[src/rtl/cc_branch_unit.sv]
// cc_branch_unit: LC-3 condition codes (N/Z/P), branch enable and a small
// LIFO that saves/restores the flags across interrupt entry and RTI.
//
// Request semantics: there is no valid/ready handshake. Every request input
// (LD_CC, LD_BEN, Push, Pop, Clear_err) is sampled on each rising edge, and
// one action is performed per cycle while it is high. Push and Pop together
// is a protocol error: neither takes effect. Push when full and Pop when
// empty are dropped and recorded in sticky flags.
module cc_branch_unit #(
    parameter int         WIDTH       = 16,
    parameter int         STACK_DEPTH = 4,
    parameter logic [2:0] CC_RESET    = 3'b010
) (
    input  logic                               Clk,
    input  logic                               Reset,
    input  logic [WIDTH-1:0]                   Bus,
    input  logic                               LD_CC,
    input  logic                               LD_BEN,
    input  logic [2:0]                         IR_nzp,
    input  logic                               Push,
    input  logic                               Pop,
    input  logic                               Clear_err,
    output logic [2:0]                         NZP,
    output logic                               BEN,
    output logic [$clog2(STACK_DEPTH+1)-1:0]   Depth,
    output logic                               Empty,
    output logic                               Full,
    output logic                               Overflow,
    output logic                               Underflow,
    output logic                               Proto_err
);

    localparam int DW = $clog2(STACK_DEPTH + 1);
    localparam int AW = (STACK_DEPTH > 1) ? $clog2(STACK_DEPTH) : 1;

    logic [2:0]    stack [STACK_DEPTH];
    logic [2:0]    bus_flags;
    logic          flag_n;
    logic          flag_z;
    logic          both_req;
    logic          push_ok;
    logic          pop_ok;
    logic          push_full;
    logic          pop_empty;
    logic [AW-1:0] wr_idx;
    logic [AW-1:0] rd_idx;

    // Flags derived from the bus value; exactly one bit is ever set.
    assign flag_n    = Bus[WIDTH-1];
    assign flag_z    = (Bus == '0);
    assign bus_flags = {flag_n, flag_z, ~flag_n & ~flag_z};

    assign Empty = (Depth == '0);
    assign Full  = (Depth == DW'(STACK_DEPTH));

    // Push and Pop together cancel each other; otherwise each is legal only
    // when the stack has room / has an entry.
    assign both_req  = Push & Pop;
    assign push_ok   = Push & ~Pop & ~Full;
    assign pop_ok    = Pop & ~Push & ~Empty;
    assign push_full = Push & ~Pop & Full;
    assign pop_empty = Pop & ~Push & Empty;

    // Write slot is the current depth; read slot is the entry below it.
    assign wr_idx = AW'(Depth);
    assign rd_idx = AW'(Depth - 1'b1);

    // Stack storage: contents are don't-care outside [0, Depth), so no reset.
    always_ff @(posedge Clk) begin
        if (push_ok) begin
            stack[wr_idx] <= NZP;
        end
    end

    // Flags, branch enable, depth and sticky errors.
    always_ff @(posedge Clk) begin
        if (Reset) begin
            NZP       <= CC_RESET;
            BEN       <= 1'b0;
            Depth     <= '0;
            Overflow  <= 1'b0;
            Underflow <= 1'b0;
            Proto_err <= 1'b0;
        end else begin
            // A restore from the stack beats a fresh load from the bus.
            if (pop_ok) begin
                NZP <= stack[rd_idx];
            end else if (LD_CC) begin
                NZP <= bus_flags;
            end

            // BEN always looks at the flags as they were before this edge.
            if (LD_BEN) begin
                BEN <= |(IR_nzp & NZP);
            end

            if (push_ok) begin
                Depth <= Depth + 1'b1;
            end else if (pop_ok) begin
                Depth <= Depth - 1'b1;
            end

            // A new error in the clearing cycle keeps its flag set.
            Overflow  <= push_full | (Overflow  & ~Clear_err);
            Underflow <= pop_empty | (Underflow & ~Clear_err);
            Proto_err <= both_req  | (Proto_err & ~Clear_err);
        end
    end

endmodule

[config.mk]
export PLATFORM = sky130hd
export DESIGN_NAME = cc_branch_unit
export DESIGN_NICKNAME = d
export VERILOG_FILES = /design/src/rtl/cc_branch_unit.sv
export SDC_FILE = /design/constraint.sdc
export NUM_CORES = 1
export LEC_CHECK = 0
export ABC_AREA = 1
export BUFFER_PORTS_ARGS = -buffer_cell sky130_fd_sc_hd__buf_2
export CORE_MARGIN = 8
export CORE_UTILIZATION = 44
export DETAILED_ROUTE_END_ITERATION = 10
export PLACE_DENSITY = 0.74
export RECOVER_POWER = 25
export SYNTH_ARGS = -nofsm -noshare
export SYNTH_HDL_FRONTEND = slang
export SYNTH_SLANG_ARGS = --single-unit
[constraint.sdc]
create_clock -name Clk -period 1.4 [get_ports Clk]
set_input_delay 0.28 -clock Clk [delete_from_list [all_inputs] [get_ports Clk]]
set_output_delay 0.28 -clock Clk [all_outputs]
set_load 0.03 [all_outputs]
==> out/qor.yml, run 1 <==
row_count: 18
worst_slew_pin_tran_ns: 0.277
placement.io_buffers: 37
grt_util_all_layers_pct: 12.4
max-vdd-ir-drop_mv: 0.729
synthesis.area_per_instance_um2: 8.06
crit-reg2reg-capture: "Depth[2]"
ys_seq_area_share_pct: 50.7
mostFrequentLayoutCell: "sky130_fd_sc_hd__buf_2"
top_level_i_o_count: 38
final_weighted_congestion_in_routability_driven_placement: 0.886
die_area_um2: 4370
htreeDepth: 1
setup-violations-final: 2
drt-wirelength-per-cell_um: 12.7
timing.clock.skew_ns: 0.00329
violations_in_the_final_reports: "negative setup slack"
synth_warnings: 0
viasPerCell: 4.97
clk_transition_reported_paths_ns: 0.12
status: "complete, but fails checks"
synth_cell_type_count: 18
core_region_area_um2: 2430
numClockSinks: 22
period_share_pct: 104
fill_cells: 212
grt_pass1_wl_um: 4240
critical_path.endpoint_type: "output port"
timing.hold.worst_path_depth: 2
insertion_delay_ns: 0.30
register_bit_total_from_synthesis: 22
post-route-worst-setup-slack_ns: -0.0613
nets: 218
hold_start: "Reset"
worst_ep_arrival_time_ns: 1.18
drive_gt1_share_pct: 37.1
total_half_perimeter_wirelength_after_legalization_and_detailed_placement_um: 2120
drt_wl_total_um: 2730
setup_total_negative_slack_ns: -0.107
drtIter0Drc: 39
grt_pass1_vias: 1017
drt_first_pass_iters: 4
maxSlewHeadroom_pct: 81.5
cell_chosen_for_the_clock_root: "sky130_fd_sc_hd__clkbuf_4"
grt_max_degree: 14
period_needed_ns: 1.46
grt_antenna_before_repair: 0
die_height_um: 66.1
cts_tree: "built"
wp_data_required_ns: 1.12
ff2ff_setup_slack_ns: 0.02
final.hold.worst_slack_ns: 0.188
drc: 0
critPathMaxFanout: 3
syn_nets: 168
slew_violations: 0
most-common-layout-cells: "sky130_fd_sc_hd__buf_2, sky130_fd_sc_hd__nand2_1, sky130_fd_sc_hd__inv_1, sky130_fd_sc_hd__nor2_1, sky130_fd_sc_hd__edfxtp_1"
die_x_um: 66.1
antenna_violating_nets_post_route: 0
dp_slack_ns: 0.0752
cts_buffer_depth: 2
r2r_cells: 9
synthToLayoutAreaGrowth_pct: 39.5
initial_core_util_pct: 45.4
p_leak_nw: 0.740
ff_to_ff_start: "Depth[0]"
antenna_cells: 0
hold_end: "Depth[1]"
max_freq_mhz: 684
route.vias.total: 1074
synthesis.area_um2: 1100
tritoncts.num_buffers: 3
critPathSlowestCell: "sky130_fd_sc_hd__dfxtp_4"
hold_violations: 0
start_kind: "flip-flop"
maxCapViolations: 0
critical_path.max_stage_delay_ns: 0.38
syn-instance-count: 137
cts.hold.buffers_added: 0
grt_setup_unrepaired: "true"
timing.critical_path.cells: "inv_8 -> ha_4 -> inv_4 -> nor2_4 -> buf_6"
worstHoldPathType: "primary input to flip-flop"
pwr_density_cell_nw_per_um2: 1410
critical_path_class: "flip-flop to output port"
grt.overflow.total: 0
-- stage by stage --
step	std cells	utilization (%)	power, mW	area [um^2]
final	216	63.4	2.17	1540
after global routing	216	63.4	2.28	1540
after CTS	214	62.2	2.14	1510
after detailed placement	205	57.6	1.57	1400
after global placement	205	57.6	1.55	1400
after floorplan	137	-	1.36	1170
-- cell type report --
class	instances	area [um^2]	area share, %
sequential	22	566	36.7
inverter	21	91.3	5.93
timing repair buffer	46	272	17.6
multi-input combinational	93	523	33.9
tap	30	37.5	2.44
clock buffer	3	22.5	1.46
clock inverter	1	30.0	1.95
-- cells in the mapped netlist --
cell type	n	area share, %
sky130_fd_sc_hd__nor2_2	2	1.1
sky130_fd_sc_hd__o21ai_1	2	0.91
sky130_fd_sc_hd__dfxtp_1	10	18
sky130_fd_sc_hd__inv_2	1	0.34
sky130_fd_sc_hd__ha_1	5	5.7
sky130_fd_sc_hd__a21oi_1	8	3.6
sky130_fd_sc_hd__edfxtp_1	12	33
sky130_fd_sc_hd__nand4_1	2	1.1
sky130_fd_sc_hd__nor2_4	1	1.0
sky130_fd_sc_hd__a41oi_1	1	0.79
sky130_fd_sc_hd__o21ai_0	5	2.3
sky130_fd_sc_hd__buf_4	1	0.68
sky130_fd_sc_hd__nand2_2	2	1.1
sky130_fd_sc_hd__nor2_1	19	6.5
sky130_fd_sc_hd__nand3_1	12	5.4
sky130_fd_sc_hd__inv_1	20	6.8
sky130_fd_sc_hd__nand2_1	33	11
sky130_fd_sc_hd__o211ai_1	1	0.68
-- critical path: cells and delay by family (launching register included) --
family        cells  cell delay, ns
fa+ha+maj         1            0.16
buf+inv           3            0.23
simple gates      1            0.10
flops             1            0.38
-- metal layers --
layer | global-route usage, % | vias to the layer above | part of all wire (%)
li1 | - | 543 | -
met1 | 14.1 | 486 | 42
met2 | 21.1 | 39 | 52
met3 | 2.03 | 6 | 4.0
met4 | 7.20 | 0 | 1.9
met5 | 0 | - | 0
-- worst max path at each step --
stage,from,to,slack [ns],depth (start not counted)
after detailed placement,Depth[1],stack[2][2],0.08,5
after floorplan,Depth[0],stack[0][0],-0.04,6
after CTS,Depth[0],Empty,-0.05,5
after global placement,Depth[0],NZP[1],0.13,7
final,Depth[0],Empty,-0.06,5
after global routing,Depth[1],Empty,-0.13,5
-- power breakdown --
part	total, mW	leakage [nW]	switching (mW)	internal, mW
Clock	0.476	0.0279	0.187	0.289
Sequential	0.816	0.193	0.0577	0.758
Combinational	0.878	0.519	0.519	0.359
Total	2.17	0.740	0.763	1.41
-- sequential cells by signal, summed over array words and instances (netlist names) --
signal	cells
stack	12
Depth	3
NZP	3
BEN	1
Overflow	1
Proto_err	1
Underflow	1
-- cell families after synthesis --
family | after synthesis | synth area share, %
AO/OA/AOI/OAI | 17 | 8.27
adder cells (fa/ha/maj) | 5 | 5.66
buffers and inverters | 22 | 7.81
flip-flops | 22 | 50.7
AND/OR/NAND/NOR | 71 | 27.5
-- repair_timing --
action	4_1_cts	5_1_grt
pin swaps	2	1
setup endpoints to repair	2	15
gates resized for setup	9	5
setup buffers	5	2
Note: power is estimated with default switching activity, not from simulation.
==> run 2, diff against run 1 <==
--- a/config.mk
+++ b/config.mk
@@ -10,6 +10,7 @@
 export CORE_MARGIN = 8
 export CORE_UTILIZATION = 44
 export DETAILED_ROUTE_END_ITERATION = 10
+export GPL_TIMING_DRIVEN = 0
 export PLACE_DENSITY = 0.74
 export RECOVER_POWER = 25
 export SYNTH_ARGS = -nofsm -noshare
==> out/qor.yml, run 2 (synthesized netlist as in run 1, its figures left out) <==
grt_max_degree: 13
status: "complete, but fails checks"
most_flops_register: "stack"
route.vias.total: 1033
drtIter0Drc: 38
cts_buffer_depth: 2
final_weighted_congestion_in_routability_driven_placement: 0.799
top_level_i_o_count: 38
critPathMaxFanout: 3
ff2ff_setup_slack_ns: -0.01
worst_slew_pin_tran_ns: 0.265
die_area_um2: 4370
numClockSinks: 22
critical_path.max_stage_delay_ns: 0.38
worstHoldPathType: "primary input to flip-flop"
wp_data_required_ns: 1.12
critPathBufInv: 3
critPathSlowestCell: "sky130_fd_sc_hd__dfxtp_4"
top_regs: "stack (12), Depth (3), NZP (3)"
nets: 217
maxCapViolations: 0
grt_setup_unrepaired: "true"
r2r_cells: 10
placement.cell_area_um2: 1400
worstSetupEndpoint: "Empty"
most-common-layout-cells: "sky130_fd_sc_hd__buf_2, sky130_fd_sc_hd__nand2_1, sky130_fd_sc_hd__inv_1, sky130_fd_sc_hd__nor2_1, sky130_fd_sc_hd__edfxtp_1"
drt_first_pass_iters: 4
worstSetupStartpoint: "Depth[0]"
setup-violations-final: 4
timing.critical_path.cells: "inv_8 -> ha_4 -> inv_4 -> nor2_4 -> buf_6"
viasPerCell: 4.80
slew_violations: 0
post-route-worst-setup-slack_ns: -0.0578
die_x_um: 66.1
start_kind: "flip-flop"
mostFrequentLayoutCell: "sky130_fd_sc_hd__buf_2"
period_share_pct: 104
clk_transition_reported_paths_ns: 0.12
grt_util_all_layers_pct: 13.0
critical_path_depth: 5
critical_path.endpoint_type: "output port"
critical_path_class: "flip-flop to output port"
drt-wirelength-per-cell_um: 12.9
ff_to_ff_start: "Depth[0]"
path_delay_family: "flip-flops"
htreeDepth: 1
max_freq_mhz: 686
cts_tree: "built"
grt_pass1_vias: 972
drc: 0
timing.clock.skew_ns: 0.000947
finish.utilization_pct: 62.1
hold_violations: 0
violations_in_the_final_reports: "negative setup slack"
largest_register_ff_count: 12
core_region_area_um2: 2430
max-vdd-ir-drop_mv: 1.02
cell_chosen_for_the_clock_root: "sky130_fd_sc_hd__clkbuf_4"
p_leak_nw: 0.723
antenna_cells: 0
antenna_violating_nets_post_route: 0
layout.cell_area.non_filler_um2: 1510
total_half_perimeter_wirelength_after_legalization_and_detailed_placement_um: 2030
final.hold.worst_slack_ns: 0.192
synthToLayoutAreaGrowth_pct: 36.7
drive_gt1_share_pct: 36.2
grt_antenna_before_repair: 0
grt.overflow.total: 0
period_needed_ns: 1.46
initial_core_util_pct: 45.4
pwr_density_cell_nw_per_um2: 1330
maxSlewHeadroom_pct: 82.3
placement.io_buffers: 37
die_height_um: 66.1
grt_pass1_wl_um: 4450
crit-reg2reg-capture: "Depth[2]"
insertion_delay_ns: 0.31
tritoncts.num_buffers: 3
row_count: 18
drt_wl_total_um: 2760
worst_ep_arrival_time_ns: 1.18
run 2: per-stage QoR:
stage | TNS (ns) | std cells | power, mW | worst slack [ns]
floorplan | -0.467 | 137 | 1.36 | -0.0365
global placement | -0.651 | 204 | 1.53 | -0.0541
detailed placement | -1.02 | 204 | 1.55 | -0.0888
CTS | -0.0900 | 213 | 1.95 | -0.0585
global route | -0.664 | 215 | 2.13 | -0.133
finish | -0.116 | 215 | 2.01 | -0.0578
run 2: worst min-delay path by stage:
| stage | from | to | slack (ns) | cells after the start |
|---|---|---|---|---|
| 3_5_place_dp | Underflow | Underflow | 0.45 | 2 |
| 2_1_floorplan | Reset | Depth[1] | 0.34 | 1 |
| 4_1_cts | Reset | Depth[1] | 0.18 | 2 |
| 5_1_grt | Reset | Underflow | 0.19 | 2 |
| 6_report | Reset | Underflow | 0.19 | 2 |
| 3_3_place_gp | Proto_err | Proto_err | 0.45 | 2 |
run 2: power by group:
group,internal [mW],switching (mW),leakage (nW),total (mW)
sequential,0.762,0.0572,0.194,0.819
combinational,0.368,0.528,0.514,0.897
clock,0.104,0.190,0.0154,0.294
total,1.23,0.776,0.723,2.01
run 2: cell type report:
| class | instances | area, um^2 |
|---|---|---|
| clock buffers | 3 | 22.5 |
| clock inverters | 1 | 3.75 |
| fillers | 208 | 922 |
| inverters | 21 | 91.3 |
| multi-input cells | 93 | 523 |
| flip-flops and latches | 22 | 568 |
| well taps | 30 | 37.5 |
| repair buffers | 45 | 264 |
run 2: timing repair:
item	CTS	global route
pin swaps	3	3
endpoints found under the setup margin	19	16
hold buffers	0	0
resized for setup	11	4
gates cloned	0	0
buffers inserted	6	2
run 2: metal layers:
layer	vias up	part of all wire, %	track usage (%)
li1	544	-	-
met1	449	44	16.1
met2	36	50	21.4
met3	4	4.8	2.03
met4	0	1.4	6.67
met5	-	0	0
run 2: worst reg2reg max path, cell delays in order (launching register included):
cell,delay [ns]
sky130_fd_sc_hd__dfxtp_4,0.40
sky130_fd_sc_hd__inv_8,0.04
sky130_fd_sc_hd__ha_4,0.17
sky130_fd_sc_hd__inv_4,0.07
sky130_fd_sc_hd__nor2_4,0.03
sky130_fd_sc_hd__buf_4,0.15
sky130_fd_sc_hd__nor2_4,0.20
sky130_fd_sc_hd__nand2_2,0.08
sky130_fd_sc_hd__nand3_1,0.07
sky130_fd_sc_hd__nand2_1,0.06
sky130_fd_sc_hd__nor2_1,0.09
